==> src/rtl/pipeline_pkg.sv <==
// Shared fetch/decode pipeline constants: address width, instruction size,
// reset PC and the PCsrc select encoding used by the PC register mux.
package pipeline_pkg;

  localparam int unsigned ADDR_W      = 16;
  localparam int unsigned INSTR_BYTES = 2;
  localparam logic [ADDR_W-1:0] RESET_PC = 16'h0000;

  // PCsrc encoding driven by the control unit
  localparam logic [1:0] PC_NEXT   = 2'b00;
  localparam logic [1:0] PC_JUMP   = 2'b01;
  localparam logic [1:0] PC_BRANCH = 2'b10;
  localparam logic [1:0] PC_RETURN = 2'b11;

endpackage

==> src/rtl/return_address_stack_if.sv <==
// Control-unit <-> return address stack bundle.
// Optional RAS_CHECKPOINT_EN adds the checkpoint/restore strobes.
interface return_address_stack_if #(
  parameter int unsigned DEPTH  = 8,
  parameter int unsigned ADDR_W = pipeline_pkg::ADDR_W
) ();

  logic                     stall;
  logic                     push;
  logic [ADDR_W-1:0]        push_addr;
  logic                     pop;
  logic [ADDR_W-1:0]        return_address;
  logic                     valid;
  logic [$clog2(DEPTH):0]   count;
  logic                     overflow;
  logic                     underflow;
`ifdef RAS_CHECKPOINT_EN
  logic                     checkpoint;
  logic                     restore;

  modport master (
    output stall, push, push_addr, pop, checkpoint, restore,
    input  return_address, valid, count, overflow, underflow
  );
  modport slave (
    input  stall, push, push_addr, pop, checkpoint, restore,
    output return_address, valid, count, overflow, underflow
  );
`else
  modport master (
    output stall, push, push_addr, pop,
    input  return_address, valid, count, overflow, underflow
  );
  modport slave (
    input  stall, push, push_addr, pop,
    output return_address, valid, count, overflow, underflow
  );
`endif

endinterface

==> src/rtl/ras_regfile.sv <==
// DEPTH x ADDR_W storage for the return address stack: one synchronous write
// port, one asynchronous read port, asynchronous clear to zero.
module ras_regfile #(
  parameter int unsigned DEPTH  = 8,
  parameter int unsigned ADDR_W = 16,
  parameter int unsigned PTR_W  = $clog2(DEPTH)
) (
  input  logic              clk,
  input  logic              reset_n,
  input  logic              we,
  input  logic [PTR_W-1:0]  waddr,
  input  logic [ADDR_W-1:0] wdata,
  input  logic [PTR_W-1:0]  raddr,
  output logic [ADDR_W-1:0] rdata
);

  logic [ADDR_W-1:0] mem [DEPTH];

  // Entry storage; reset wipes every entry immediately
  always_ff @(posedge clk or negedge reset_n) begin
    if (!reset_n) begin
      for (int i = 0; i < int'(DEPTH); i++) mem[i] <= '0;
    end else if (we) begin
      mem[waddr] <= wdata;
    end
  end

  assign rdata = mem[raddr];

endmodule

==> src/rtl/return_address_stack.sv <==
// Return address stack feeding the fetch unit's PC_RETURN input.
// Circular LIFO: a push on a full stack overwrites the oldest entry.
// Optional macro RAS_CHECKPOINT_EN adds a one-deep snapshot of tos, count and
// the top entry for mispredict recovery.
module return_address_stack #(
  parameter int unsigned DEPTH  = 8,
  parameter int unsigned ADDR_W = pipeline_pkg::ADDR_W
) (
  input logic                   clk,
  input logic                   reset_n,
  return_address_stack_if.slave bus
);

  localparam int unsigned PTR_W = $clog2(DEPTH);
  localparam int unsigned CNT_W = PTR_W + 1;
  localparam logic [CNT_W-1:0] FULL = CNT_W'(DEPTH);

  logic [PTR_W-1:0]  tos_q, tos_d;
  logic [CNT_W-1:0]  count_q, count_d;
  logic              overflow_q, overflow_d;
  logic              underflow_q, underflow_d;
  logic              we;
  logic [PTR_W-1:0]  waddr;
  logic [ADDR_W-1:0] wdata;
  logic [ADDR_W-1:0] top;

  ras_regfile #(
    .DEPTH  (DEPTH),
    .ADDR_W (ADDR_W),
    .PTR_W  (PTR_W)
  ) u_regfile (
    .clk     (clk),
    .reset_n (reset_n),
    .we      (we),
    .waddr   (waddr),
    .wdata   (wdata),
    .raddr   (tos_q),
    .rdata   (top)
  );

`ifdef RAS_CHECKPOINT_EN
  logic [PTR_W-1:0]  snap_tos_q;
  logic [CNT_W-1:0]  snap_count_q;
  logic [ADDR_W-1:0] snap_top_q;

  // Snapshot capture; a coincident restore consumes the old snapshot instead
  always_ff @(posedge clk or negedge reset_n) begin
    if (!reset_n) begin
      snap_tos_q   <= '0;
      snap_count_q <= '0;
      snap_top_q   <= '0;
    end else if (bus.checkpoint && !bus.restore) begin
      snap_tos_q   <= tos_q;
      snap_count_q <= count_q;
      snap_top_q   <= top;
    end
  end
`endif

  // Next-state for pointer, depth and sticky flags, plus the storage write
  always_comb begin
    tos_d       = tos_q;
    count_d     = count_q;
    overflow_d  = overflow_q;
    underflow_d = underflow_q;
    we          = 1'b0;
    waddr       = tos_q;
    wdata       = bus.push_addr;
`ifdef RAS_CHECKPOINT_EN
    if (bus.restore) begin
      // Restore wins over push/pop and ignores stall
      tos_d   = snap_tos_q;
      count_d = snap_count_q;
      we      = 1'b1;
      waddr   = snap_tos_q;
      wdata   = snap_top_q;
    end else
`endif
    if (!bus.stall) begin
      if (bus.push && bus.pop && count_q != '0) begin
        // Replace top entry in place
        we = 1'b1;
      end else if (bus.push) begin
        tos_d = tos_q + 1'b1;
        we    = 1'b1;
        waddr = tos_q + 1'b1;
        if (count_q == FULL) overflow_d = 1'b1;
        else                 count_d    = count_q + 1'b1;
      end else if (bus.pop) begin
        if (count_q == '0) begin
          underflow_d = 1'b1;
        end else begin
          tos_d   = tos_q - 1'b1;
          count_d = count_q - 1'b1;
        end
      end
    end
  end

  // Pointer, depth and flag registers
  always_ff @(posedge clk or negedge reset_n) begin
    if (!reset_n) begin
      tos_q       <= '0;
      count_q     <= '0;
      overflow_q  <= 1'b0;
      underflow_q <= 1'b0;
    end else begin
      tos_q       <= tos_d;
      count_q     <= count_d;
      overflow_q  <= overflow_d;
      underflow_q <= underflow_d;
    end
  end

  assign bus.return_address = (count_q != '0) ? top : '0;
  assign bus.valid          = (count_q != '0);
  assign bus.count          = count_q;
  assign bus.overflow       = overflow_q;
  assign bus.underflow      = underflow_q;

endmodule

==> src/flat_wrapper.sv <==
// flat-port wrapper written by rule: the top's interface ports become plain ports
module return_address_stack_flat 
#(
  parameter int unsigned DEPTH  = 8,
  parameter int unsigned ADDR_W = pipeline_pkg::ADDR_W
)
  (clk, reset_n, bus_stall, bus_push, bus_push_addr, bus_pop, bus_return_address, bus_valid, bus_count, bus_overflow, bus_underflow);
  return_address_stack_if #(.DEPTH(DEPTH), .ADDR_W(ADDR_W)) bus_i ();
  input logic clk;
  input logic reset_n;
  input wire logic [$bits(bus_i.stall)-1:0] bus_stall;
  input wire logic [$bits(bus_i.push)-1:0] bus_push;
  input wire logic [$bits(bus_i.push_addr)-1:0] bus_push_addr;
  input wire logic [$bits(bus_i.pop)-1:0] bus_pop;
  output wire logic [$bits(bus_i.return_address)-1:0] bus_return_address;
  output wire logic [$bits(bus_i.valid)-1:0] bus_valid;
  output wire logic [$bits(bus_i.count)-1:0] bus_count;
  output wire logic [$bits(bus_i.overflow)-1:0] bus_overflow;
  output wire logic [$bits(bus_i.underflow)-1:0] bus_underflow;
  assign bus_i.stall = bus_stall;
  assign bus_i.push = bus_push;
  assign bus_i.push_addr = bus_push_addr;
  assign bus_i.pop = bus_pop;
  assign bus_return_address = bus_i.return_address;
  assign bus_valid = bus_i.valid;
  assign bus_count = bus_i.count;
  assign bus_overflow = bus_i.overflow;
  assign bus_underflow = bus_i.underflow;
  return_address_stack #(.DEPTH(DEPTH), .ADDR_W(ADDR_W)) u_core (.clk(clk), .reset_n(reset_n), .bus(bus_i));
endmodule
==> config.mk <==
export PLATFORM = sky130hd
export DESIGN_NAME = return_address_stack_flat
export DESIGN_NICKNAME = d
export VERILOG_FILES = /design/src/rtl/pipeline_pkg.sv /design/src/rtl/return_address_stack_if.sv /design/src/rtl/ras_regfile.sv /design/src/rtl/return_address_stack.sv /design/src/flat_wrapper.sv
export SDC_FILE = /design/constraint.sdc
export NUM_CORES = 1
export LEC_CHECK = 0
export ABC_AREA = 0
export CORE_UTILIZATION = 59
export CTS_CLUSTER_SIZE = 12
export DETAILED_ROUTE_END_ITERATION = 8
export PLACE_DENSITY = 0.87
export SYNTH_ARGS = -nofsm -noshare
export SYNTH_HDL_FRONTEND = slang
export SYNTH_SLANG_ARGS = --single-unit
==> constraint.sdc <==
create_clock -name clk -period 3.4 [get_ports clk]
set_input_delay 0.85 -clock clk [delete_from_list [all_inputs] [get_ports clk]]
set_output_delay 0.85 -clock clk [all_outputs]
set_load 0.02 [all_outputs]
---- Word level (Yosys, flattened, before mapping) ----
Cells that the tools add are included.
cells by class
  bitwise gates (word level) .............. 5
  multiplexer cells ....................... 20
  $mul .................................... 0
  div/mod/pow operators ................... 0
  add/subtract/negate cells ............... 4
  order comparisons ....................... 3
  reductions and logical operators ........ 10
  equality and inequality tests ........... 3
  shift-type cells ........................ 0
operator list
  operator                                                   number
  bitwise mux 128 bit                                        1
  2-to-1 mux 16 bit                                          4
  binary-select mux 16 bit (select 3 bit)                    1
  demux 16 bit (select 3 bit)                                1
  2-to-1 mux 3 bit                                           6
  2-to-1 mux 4 bit                                           4
  AND reduction 5 bit                                        2
  greater-or-equal comparator 4 bit (second input constant)  2
  inverter 3 -> 4 bit                                        2
  AND reduction 4 bit                                        2
  adder 4 x 1 -> 4 bit (second input constant)               1
  equality test 4 bit (second input constant)                1
  logical NOT 4 bit                                          1
  < comparator 4 x 1 -> 1 bit (second input constant)        1
  != test 2 bit (second input constant)                      2
  nonzero test 4 bit                                         1
  subtractor 4 x 1 -> 4 bit (second input constant)          1
  adder 3 x 1 -> 3 bit (second input constant)               1
  logical AND 1 bit                                          3
  2-to-1 mux 1 bit                                           3
  inverter 1 bit                                             3
  subtractor 3 x 1 -> 3 bit (second input constant)          1
  nonzero test 2 bit                                         1
storage, ports and cells
  word-level logic and storage cells ...... 57
  output and inout port bits .............. 23
  bits in read-only memories .............. 0
  memories ................................ 0
  bits in registers ....................... 137
  bits of input ports ..................... 21
  RAM bits ................................ 0
  bits in latches ......................... 0

---- Depth between registers and ports, before layout ----
  depth after elaboration ................. 10
  depth in mapped cells ................... 9
  gate-level depth less buffers ........... 6

---- Modules after synthesis ----
A second synthesis with hierarchy kept.
second synthesis, totals
  cell total of the unflattened synthesis .. 415
  area, all modules ....................... 6665.1 sq um
modules (own cells, without submodules)
  module                cells an instance  area each (sq um)  sequential area each (sq um)  times used
  ras_regfile           336                5926.9             3203.1                        1
  return_address_stack  79                 738.2              225.2                         1

---- Worst setup path before layout ----
No wires, ideal clock.
  kind .................................... register -> register
  start point ............................. register u_core.tos_q[0]
  end point ............................... register u_core.u_regfile.mem[117] (netlist bit)
  setup time .............................. 0.125 ns
  path buffers ............................ 4
  stages on the path, launching flop included .. 9
  period minus slack after synthesis ...... 3.032 ns
  arrival ................................. 2.908 ns
  setup slack ............................. 0.368 ns
  required time ........................... 3.275 ns
  cell sequence ........................... dfrtp_1 buf_2 buf_1 inv_1 ha_1 clkbuf_1 o41ai_4 buf_4 mux2_2
between the ends
  longest elaborated chain between the ends .. 10
  elaborated cells on any way between the ends .. 11
  those cells by class .................... 1 x add/sub; 2 x order compare; 6 x mux; 1 x bitwise; 1 x reduce/logical
ends and longest elaborated chain
  element                                                                                                        line                         source
  start, declared                                                                                                return_address_stack.sv:18   logic [PTR_W-1:0] tos_q, tos_d;
  start signal, assigned                                                                                         return_address_stack.sv:108  tos_q <= tos_d;
  adder 3 x 1 -> 3 bit                                                                                           return_address_stack.sv:86   waddr = tos_q + 1'b1;
  2-to-1 mux 3 bit                                                                                               return_address_stack.sv:83   end else if (bus.push) begin
  2-to-1 mux 3 bit                                                                                               return_address_stack.sv:80   if (bus.push && bus.pop && count_q != '0) begin
  2-to-1 mux 3 bit (*)                                                                                           return_address_stack.sv:79   if (!bus.stall) begin
  inverter 3 -> 4 bit (not written as such) (*)                                                                  ras_regfile.sv:24            mem[waddr] <= wdata;
  greater-or-equal comparator 4 bit (not written as such) / < comparator 4 x 1 -> 1 bit (equally long branches)  ras_regfile.sv:24
  logical AND 1 bit (not written as such)                                                                        ras_regfile.sv:24
  2-to-1 mux 16 bit (not written as such)                                                                        ras_regfile.sv:24
  demux 16 bit (select 3 bit) (*)                                                                                ras_regfile.sv:24
  bitwise mux 128 bit (*)                                                                                        ras_regfile.sv:24
  end signal, assigned by index                                                                                  ras_regfile.sv:24
  end, declared                                                                                                  ras_regfile.sv:17            logic [ADDR_W-1:0] mem [DEPTH];
Mark *: on every way between the ends. The rest lies on a longest branch, timed or not.
A chain may end at the register's enable or synchronous reset.

---- Worst setup path in the final report ----
  start point ............................. register u_core.tos_q[0]
  end point ............................... output bus_return_address[4]
between the ends
  longest elaborated chain between the ends .. 5
ends and longest elaborated chain
  element                                                line                         source
  inverter 3 -> 4 bit (not written as such)              ras_regfile.sv:28            assign rdata = mem[raddr];
  binary-select mux 16 bit (select 3 bit)                ras_regfile.sv:28
  2-to-1 mux 16 bit (not written as such) (2 in series)  ras_regfile.sv:28
  2-to-1 mux 16 bit                                      return_address_stack.sv:115  assign bus.return_address = (count_q != '0) ? top : '0;
  end, declared                                          flat_wrapper.sv:15           output wire logic [$bits(bus_i.return_address)-1:0] bus_return_address;
Every way passes these cells. The select of a mux whose other input is x is not followed.

==> results.json <==
{
  "status": "completed",
  "r2r_slack_ns": 0.37,
  "cp-end-kind": "output port",
  "firstDrtPassIters": 4,
  "cp_data_required_time_ns": 2.55,
  "placed_area_um2": 7390,
  "syn_inst": 437,
  "finalWirelength_um": 14800,
  "start_util_pct": 60.8,
  "setup_slack_ns": 0.0889,
  "p_per_area_nw_per_um2": 1070,
  "worstPathArrival_ns": 2.46,
  "std_cell_rows": 38,
  "drt_iter0_drc": 273,
  "num-fill-cells": 629,
  "finalNonFillerCells": 662,
  "ys_seq_area_share_pct": 51.8,
  "final_cell_area_um2": 8040,
  "avgSynthCellArea_um2": 15.2,
  "cts_buffer_depth": 2,
  "die_x_um": 108,
  "rr_startpoint": "u_core.tos_q[0]",
  "drt-met1-wl_um": 6250,
  "ant_nets": 0,
  "startpoint_type": "flop",
  "hold_buffers": 0,
  "synth_warnings": 0,
  "hpwl_um": 9100,
  "final_core_utilization_pct": 73.9,
  "cts_buffers": 17,
  "synth_cell_types": 45,
  "cap_violations": 0,
  "slew-limit-headroom_pct": 26.1,
  "viasPerCell": 6.31,
  "holdWs_ns": 0.264,
  "ys_ff_latch": 137,
  "place_ws_ns": 0.0320,
  "drcViolationCount": 0,
  "hold_class": "in2async",
  "setup_viol": 0,
  "synth_nets": 463,
  "drv_slew": 0,
  "chipHeight_um": 108,
  "grt_pass1_vias": 4541,
  "dr_total_vias": 4175,
  "tritoncts": "done",
  "layout_commonest_cell": "dfrtp_1",
  "port_buffers": 43,
  "grt_pass1_wl_um": 24000,
  "core_um2": 10900,
  "vdd.ir_drop.worst_mv": 0.648,
  "tns_ns": 0,
  "clkSinkCount": 137,
  "placed_cells": 625,
  "clkSlewWorstSetupHoldPaths_ns": 0.06,
  "place_congestion": 0.844,
  "reg2reg_depth": 6,
  "grt_max_degree": 46,
  "area_growth_pct": 21.5,
  "final_cell_mix": "136 x dfrtp_1, 123 x mux2_2, 32 x mux4_2",
  "highest_layer": "met4",
  "routedWlPerCell_um": 22.4,
  "htree_levels": 4,
  "r2r-end": "u_core.u_regfile.mem[49]",
  "power_mw": 8.65,
  "finalCritPeriodShare_pct": 97.4,
  "max_freq_mhz": 302,
  "nNetsFinal": 535,
  "period_needed_ns": 3.31,
  "skew_ns": 0.00912,
  "dieArea_um2": 11700,
  "io-pin-count": 44,
  "detailroute.wirelength.met2_um": 7840,
  "p_leak_nw": 3.63,
  "drive_above_1_share_pct": 45.2,
  "overflow": 0,
  "track_usage_pct": 28.2,
  "synth-async-reset-ratio_pct": 100,
  "synthFlopType": "dfrtp_1",
  "antenna_found_initial": 0,
  "worstMarginPinSlew_ns": 1.09,
  "final_hold_viol_count": 0,
  "worstSetupPathType": "reg2out",
  "rsz0062_at_grt": "false",
  "synth-edff-count": 0,
  "met3_length_um": 506,
  "antenna_cells": 0,
  "critPathMaxFanout": 10,
  "worstSkewPairLatency_ns": 0.53,
  "synth_area_um2": 6620,
  "cts_root_buf": "clkbuf_8"
}
## report_power, final
| part | leakage, nW | switching, mW | internal, mW |
|---|---|---|---|
| clock network | 0.294 | 0.692 | 1.15 |
| logic | 1.66 | 1.77 | 2.11 |
| registers | 1.68 | 0.496 | 2.43 |
| total | 3.63 | 2.96 | 5.69 |
## worst max-delay path by stage
stage                    start  slack (ns)                   endpoint
2_1_floorplan  u_core.tos_q[0]        0.37  u_core.u_regfile.mem[117]
3_3_place_gp          bus_push        0.14   u_core.u_regfile.mem[55]
3_5_place_dp          bus_push        0.03   u_core.u_regfile.mem[53]
4_1_cts        u_core.tos_q[0]       0.005      bus_return_address[5]
5_1_grt        u_core.tos_q[0]       0.004      bus_return_address[4]
6_report       u_core.tos_q[0]        0.09      bus_return_address[4]
## metal layers
layer  vias up  global-route usage (%)
met4         0                    11.2
met5         -                       0
met2       108                    48.2
li1       1793                       -
met1      2249                    35.9
met3        25                    5.30
## synth_stat cells (all sizes together), types with 2 or more instances
cell      n  area (um2)
o21ai     3        15.0
mux2    128        1440
a41oi     3        48.8
clkbuf    9        33.8
a21oi     2        10.0
buf      18         109
nand2b    3        18.8
nor2     25        96.4
xnor2     3        26.3
nor3      2        10.0
inv       5        18.8
mux2i    18         180
dfrtp   137        3430
a21o      3        22.5
mux4     32         721
nand2     7        28.8
xor2      2        17.5
nor4      7        58.8
nand4     4        25.0
ha        4        50.1
o41ai     5         119
nor2b     2        12.5
## critical path, cell delays in order, from the launching register on
cell and delay [ns]:
dfrtp_2 0.47, buf_8 0.20, mux4_2 0.52, mux2i_1 0.15
nor2_1 0.05, clkdlybuf4s50_1 0.54
## area by class of cell
cell class | instances | area (um2) | area share, %
Sequential cell | 137 | 3430 | 42.6
Multi-Input combinational cell | 268 | 3030 | 37.7
Timing Repair Buffer | 80 | 795 | 9.88
Clock buffer | 20 | 445 | 5.54
Tap cell | 140 | 175 | 2.18
Clock inverter | 12 | 149 | 1.85
Inverter | 5 | 18.8 | 0.233
## sequential cells by signal, summed over array words and instances (netlist names)
name / cells
u_core.u_regfile.mem: 128
u_core.bus.count: 4
u_core.tos_q: 3
u_core.bus.overflow: 1
u_core.bus.underflow: 1
## logic make-up (layout without fill, tap and decap cells)
group	count (synthesis)	count (layout)	share of synthesized area [%]
muxes	178	178	35.4
adders and majority gates	5	5	1.06
and+or+nand+nor	57	57	4.54
buffers and inverters	32	117	2.44
xor gates and xnor gates	5	5	0.661
AOI/OAI and AO/OA	23	23	4.16
DFF	137	137	51.8
## what timing repair did
item	4_1_cts	5_1_grt
resized for setup	5	10
endpoints found under the setup margin	10	12
pin swaps	0	1
setup buffers	2	3
cloned	0	0
Power figures use the tool's default switching activity.
